**config.mk**
```make
export PLATFORM = sky130hd
export DESIGN_NAME = bram_port_arbiter
export DESIGN_NICKNAME = d
export VERILOG_FILES = /design/src/rtl/bram_arb_pkg.sv /design/src/rtl/bram_arb_picker.sv /design/src/rtl/bram_port_arbiter.sv
export SDC_FILE = /design/constraint.sdc
export NUM_CORES = 1
export LEC_CHECK = 0
export CORE_AREA = 3 3 274 276
export DETAILED_ROUTE_END_ITERATION = 8
export DIE_AREA = 0 0 277 279
export PLACE_DENSITY = 0.49
export SYNTH_ARGS = -nofsm -noshare
export SYNTH_HDL_FRONTEND = slang
export SYNTH_SLANG_ARGS = --single-unit
```
**constraint.sdc**
```tcl
create_clock -name clk -period 30.1 [get_ports clk]
set_clock_uncertainty 0.05 [all_clocks]
set_input_delay 6.02 -clock clk [delete_from_list [all_inputs] [get_ports clk]]
set_output_delay 6.02 -clock clk [all_outputs]
set_load 0.03 [all_outputs]
```
**src/rtl/bram_arb_pkg.sv**
```systemverilog
// Shared constants for the BRAM port arbiter: arbitration modes, FSM encoding
// and the width helpers used to size indices and aging counters.
package bram_arb_pkg;

    localparam int ARB_FIXED = 0;
    localparam int ARB_RR    = 1;

    localparam logic [1:0] ST_IDLE = 2'd0;
    localparam logic [1:0] ST_BUSY = 2'd1;
    localparam logic [1:0] ST_RESP = 2'd2;

    function automatic int clog2(input int value);
        int result;
        result = 0;
        while ((1 << result) < value) result++;
        return result;
    endfunction

    // A single-port arbiter still carries a one-bit index so no vector collapses to zero width.
    function automatic int idx_width(input int num);
        return (num > 1) ? clog2(num) : 1;
    endfunction

endpackage

```
**src/rtl/bram_arb_picker.sv**
```systemverilog
// Combinational winner selection: promoted ports first (lowest index), otherwise
// the first requester found searching upward from the start pointer with wrap.
module bram_arb_picker
    import bram_arb_pkg::*;
#(
    parameter int NUM_PORTS = 2,
    localparam int IDX_W = idx_width(NUM_PORTS)
) (
    input  logic [NUM_PORTS-1:0] req,
    input  logic [NUM_PORTS-1:0] promoted,
    input  logic [IDX_W-1:0]     start,
    output logic [NUM_PORTS-1:0] grant,
    output logic [IDX_W-1:0]     grant_idx
);

    logic [NUM_PORTS-1:0] rotated;
    logic [IDX_W:0]       wrapped;
    logic                 found;

    always_comb begin
        rotated   = NUM_PORTS'({req, req} >> start);
        grant_idx = '0;
        wrapped   = '0;
        found     = 1'b0;
        if (|promoted) begin
            for (int i = 0; i < NUM_PORTS; i++) begin
                if (!found && promoted[i]) begin
                    found     = 1'b1;
                    grant_idx = IDX_W'(i);
                end
            end
        end else begin
            for (int k = 0; k < NUM_PORTS; k++) begin
                if (!found && rotated[k]) begin
                    found   = 1'b1;
                    wrapped = {1'b0, start} + (IDX_W+1)'(k);
                    if (wrapped >= (IDX_W+1)'(NUM_PORTS))
                        wrapped = wrapped - (IDX_W+1)'(NUM_PORTS);
                    grant_idx = wrapped[IDX_W-1:0];
                end
            end
        end
        grant = found ? (NUM_PORTS'(1) << grant_idx) : '0;
    end

endmodule

```
**src/rtl/bram_port_arbiter.sv**
```systemverilog
// N-port arbiter sharing one line-wide BRAM; each grant is locked for the whole
// IDLE-BUSY-RESP access, with fixed-priority aging or round-robin selection.
module bram_port_arbiter
    import bram_arb_pkg::*;
#(
    parameter int NUM_PORTS    = 2,
    parameter int ADDR_BITS    = 15,
    parameter int DATA_BITS    = 128,
    parameter int ARB_MODE     = 0,
    parameter int STARVE_LIMIT = 4,
    localparam int IDX_W = idx_width(NUM_PORTS)
) (
    input  logic                           clk,
    input  logic                           rst,
    input  logic [NUM_PORTS-1:0]           port_req,
    input  logic [NUM_PORTS-1:0]           port_write,
    input  logic [NUM_PORTS*ADDR_BITS-1:0] port_addr,
    input  logic [NUM_PORTS*DATA_BITS-1:0] port_wdata,
    output logic [DATA_BITS-1:0]           port_rdata,
    output logic [NUM_PORTS-1:0]           port_valid,
    output logic                           mem_req,
    output logic                           mem_write,
    output logic [ADDR_BITS-1:0]           mem_addr,
    output logic [DATA_BITS-1:0]           mem_wdata,
    input  logic [DATA_BITS-1:0]           mem_rdata,
    input  logic                           mem_valid,
    output logic [IDX_W-1:0]               grant_id,
    output logic                           busy
);

    localparam int              AGE_W    = (STARVE_LIMIT > 0) ? clog2(STARVE_LIMIT + 1) : 1;
    localparam logic [AGE_W-1:0] AGE_MAX = AGE_W'(STARVE_LIMIT);
    localparam bit              AGING_ON = (ARB_MODE == ARB_FIXED) && (STARVE_LIMIT > 0);

    logic [1:0]           state;
    logic [IDX_W-1:0]     rr_ptr;
    logic [IDX_W-1:0]     pick_start;
    logic [IDX_W-1:0]     pick_idx;
    logic [IDX_W-1:0]     next_ptr;
    logic [IDX_W:0]       ptr_inc;
    logic [NUM_PORTS-1:0] pick_grant;
    logic [NUM_PORTS-1:0] promoted;
    logic [AGE_W-1:0]     age [NUM_PORTS];
    logic [ADDR_BITS-1:0] sel_addr;
    logic [DATA_BITS-1:0] sel_wdata;
    logic                 sel_write;

    assign busy       = (state == ST_BUSY) || (state == ST_RESP);
    assign pick_start = (ARB_MODE == ARB_RR) ? rr_ptr : '0;

    bram_arb_picker #(
        .NUM_PORTS (NUM_PORTS)
    ) u_picker (
        .req       (port_req),
        .promoted  (promoted),
        .start     (pick_start),
        .grant     (pick_grant),
        .grant_idx (pick_idx)
    );

    // Promotion only counts for a port that is still asking at the decision.
    always_comb begin
        sel_addr  = '0;
        sel_wdata = '0;
        sel_write = 1'b0;
        promoted  = '0;
        for (int i = 0; i < NUM_PORTS; i++) begin
            promoted[i] = AGING_ON && port_req[i] && (age[i] == AGE_MAX);
            if (pick_grant[i]) begin
                sel_addr  = port_addr[i*ADDR_BITS +: ADDR_BITS];
                sel_wdata = port_wdata[i*DATA_BITS +: DATA_BITS];
                sel_write = port_write[i];
            end
        end
    end

    always_comb begin
        ptr_inc  = {1'b0, pick_idx} + 1'b1;
        next_ptr = (ptr_inc == (IDX_W+1)'(NUM_PORTS)) ? '0 : ptr_inc[IDX_W-1:0];
    end

    always_ff @(posedge clk or posedge rst) begin
        if (rst) begin
            state      <= ST_IDLE;
            rr_ptr     <= '0;
            mem_req    <= 1'b0;
            mem_write  <= 1'b0;
            mem_addr   <= '0;
            mem_wdata  <= '0;
            port_rdata <= '0;
            port_valid <= '0;
            grant_id   <= '0;
            for (int i = 0; i < NUM_PORTS; i++) age[i] <= '0;
        end else begin
            case (state)
                ST_IDLE: begin
                    if (|port_req) begin
                        mem_req   <= 1'b1;
                        mem_write <= sel_write;
                        mem_addr  <= sel_addr;
                        mem_wdata <= sel_wdata;
                        grant_id  <= pick_idx;
                        state     <= ST_BUSY;
                        if (ARB_MODE == ARB_RR) rr_ptr <= next_ptr;
                    end
                    if (AGING_ON) begin
                        for (int i = 0; i < NUM_PORTS; i++) begin
                            if (!port_req[i] || pick_grant[i])
                                age[i] <= '0;
                            else if (age[i] != AGE_MAX)
                                age[i] <= age[i] + 1'b1;
                        end
                    end
                end
                ST_BUSY: begin
                    if (mem_valid) begin
                        port_rdata <= mem_rdata;
                        mem_req    <= 1'b0;
                        mem_write  <= 1'b0;
                        port_valid <= NUM_PORTS'(1) << grant_id;
                        state      <= ST_RESP;
                    end
                end
                ST_RESP: begin
                    port_valid <= '0;
                    state      <= ST_IDLE;
                end
                default: state <= ST_IDLE;
            endcase
        end
    end

endmodule

```
==> impl_metrics.toml <==
[worst_setup_path]
cp-start-kind = "primary input"
crit_fanout = 80
crit_type = "in -> reg"
path_delay_family = "buffers and inverters"
crit_chain = "buf_6, buf_4, buf_4, a31oi_4, buf_4, a32o_1, a22o_1"
required_ns = 30.47
cp_num_buf_inv = 4
cp-end-kind = "flop"
worst_path_most_repeated_cell = "buf_4"
max_stage_delay_ns = 0.66
cp.arrival_ns = 9.28
crit_slowest_cell = "buf_4"

[detailed_routing]
route.antenna.remaining_nets = 0
drtIter0Drc = 610
vias = 10800
viasPerCell = 4.19
wl_mm = 53.8
routedWlPerCell_um = 21.0
firstDrtPassIters = 5
drc = 0

[timing]
slew_headroom_pct = 11.4
tns_ns = 0
report.final.slew_viol_count = 0
final-hold-violation-count = 0
period_needed_ns = 8.92
fin_ws_ns = 21.18
max_slew.worst_pin.slew_ns = 1.32
finalCritPeriodShare_pct = 29.6
finalSetupViolations = 0
grt_setup_unrepaired = "no"
fmax_ghz = 0.112
holdWs_ns = 0.450

[placed_design]
dp_slack_ns = 20.70
portBuffers = 697
routabilityCongestion = 0.815
dp_hpwl_mm = 39.0
dp.cells = 2498

[global_routing]
gr-total-overflow = 0
grt_pass1_wl_mm = 78.3
gr-usage-all-layers_pct = 13.2
grt_max_degree = 103
grt_pass1_vias = 11400
grt_antenna_before_repair = 4

[pwr]
powerDensity_mw_per_mm2 = 113
leakage_nw = 8.27
p_total_mw = 2.39
peakVddDrop_v = 0.0000637

[floorplanning]
die_area_mm2 = 0.0773
die_h_um = 279
rows = 99
die_w_um = 277
fp.coreArea_mm2 = 0.0728
io_pins = 698
initial_utilization_pct = 16.6

[synthesis]
synth_edf_count = 0
synth-async-reset-ratio_pct = 100
synth_flop_cell = "dfrtp_1"
syn-num-nets = 1355
netlist_area_mm2 = 0.0121
synth_top_cells_by_area = "dfrtp_1 59%, mux2_2 12%, a32o_1 6.7%, a22o_1 5.9%, a32oi_1 4.6%"
synth_area_leader_cell = "dfrtp_1"
yosysMostFrequentCell = "dfrtp_1"
syn_inst = 927
synth_top_area_share_pct = 58.8
avgSynthCellArea_um2 = 13.0
synth-seq-area-share_pct = 58.8
yosys-top-cells-count = "284 x dfrtp_1, 128 x mux2_2, 81 x a22o_1, 81 x a32o_1, 68 x a21oi_1"
synth_cell_type_count = 32
synth_seq_cells = 284
ys_warn_count = 0

[cts]
clk_latency_ns = 0.53
cts_sinks = 284
cts_tree = "built"
cts_hold_buf = 0
root_buffer = "clkbuf_16"
cts.reportedPaths.clkPinSlew_ns = 0.05
cts_buffers = 38
post_cts_buffers = 0
htreeDepth = 2
cts.path.max_buffers = 3
post_cts_resized = 0

[final_layout]
nNetsFinal = 2007
nFillCells = 7429
drive_gt1_share_pct = 13.0
regArea_mm2 = 0.00711
final_cells = 2568
multiInputGateArea_mm2 = 0.00449
syn_to_final_growth_pct = 75.0

[hold_path]
hold_class = "reg -> reg"

[status]
outcome = "completed"

[run]
max_cap_viol_count = 0
-- routing by layer --
metal	up-vias	track usage (%)	share of wire (%)
li1	4878	-	-
met4	0	4.24	2.4
met5	-	0	0
met3	65	3.65	6.6
met2	409	23.1	51
met1	5409	15.6	40
-- power breakdown --
part           total (mW)  leakage (nW)  switching (mW)  internal [mW]
sequential          0.683          3.39           0.109          0.574
clock               0.443         0.599           0.180          0.262
combinational        1.27          4.28           0.723          0.544
-- worst reg2reg max path, cell delays in order (launching register included) --
cell	delay (ns)
dfrtp_1	0.40
inv_1	0.09
ha_1	0.19
and2_4	0.19
a21o_4	0.48
buf_4	0.93
a32oi_1	0.52
a21oi_1	0.21
-- final cells by class --
type / count / share of cell area (%)
sequential: 284 / 33.6
timing repair buffer: 710 / 33.5
multi-input combinational: 535 / 21.2
tap: 959 / 5.68
clock buffer: 57 / 5.40
clock inverter: 9 / 0.349
inverter: 10 / 0.213
antenna: 4 / 0.0473
-- flip-flops by register name, summed over array words and instances (netlist names) --
register and cells:
age 6, mem_wdata 128, port_valid 2, mem_req 1
port_rdata 128, state 2, grant_id 1, mem_write 1
mem_addr 15
-- logic make-up after synthesis --
group	synth area share, %
buffers and inverters	4.53
flip-flops	58.8
adder cells (fa/ha/maj)	0.725
AND/OR/NAND/NOR	2.99
multiplexers	11.9
AO/OA/AOI/OAI	21.0
-- final timing paths --
kind	start	endpoint	slack, ns	cells past startpoint
max in group asynchronous	rst	mem_wdata[13]$_DFFE_PP0P_	21.85	4
worst min register to register	port_rdata[60]$_DFFE_PP0P_	port_rdata[60]$_DFFE_PP0P_	0.45	1
min in group asynchronous	rst	port_rdata[120]$_DFFE_PP0P_	5.98	2
worst max register to register	age[0]$_DFFE_PP0P_	mem_wdata[18]$_DFFE_PP0P_	26.98	7
worst max-delay path	port_req[1]	mem_wdata[83]$_DFFE_PP0P_	21.18	7
worst min-delay path	port_rdata[60]$_DFFE_PP0P_	port_rdata[60]$_DFFE_PP0P_	0.45	1
-- cells in the final DEF, fill, tap and decap left out, types with 2 or more instances in the layout --
cell and count:
clkdlybuf4s50_1 696, dfrtp_1 284, mux2_2 128, a32o_1 81, a22o_1 81, a21oi_1 68, nor2_1 67, a32oi_1 64
clkbuf_16 38, buf_4 13, clkbuf_8 12, nand2_1 9, inv_1 9, o21ai_0 7, clkbuf_1 7, ha_1 6
diode_2 4, nand4_1 4, clkinv_2 3, o31ai_1 2, nand3b_1 2, inv_6 2, clkinv_4 2
-- stage by stage --
stage	util, %	cell area, um^2
2_1_floorplan	-	12100
3_3_place_gp	27.3	19900
3_5_place_dp	27.3	19900
4_1_cts	29.0	21100
5_1_grt	29.0	21100
6_report	29.0	21100
(Power assumes the default switching activity.)
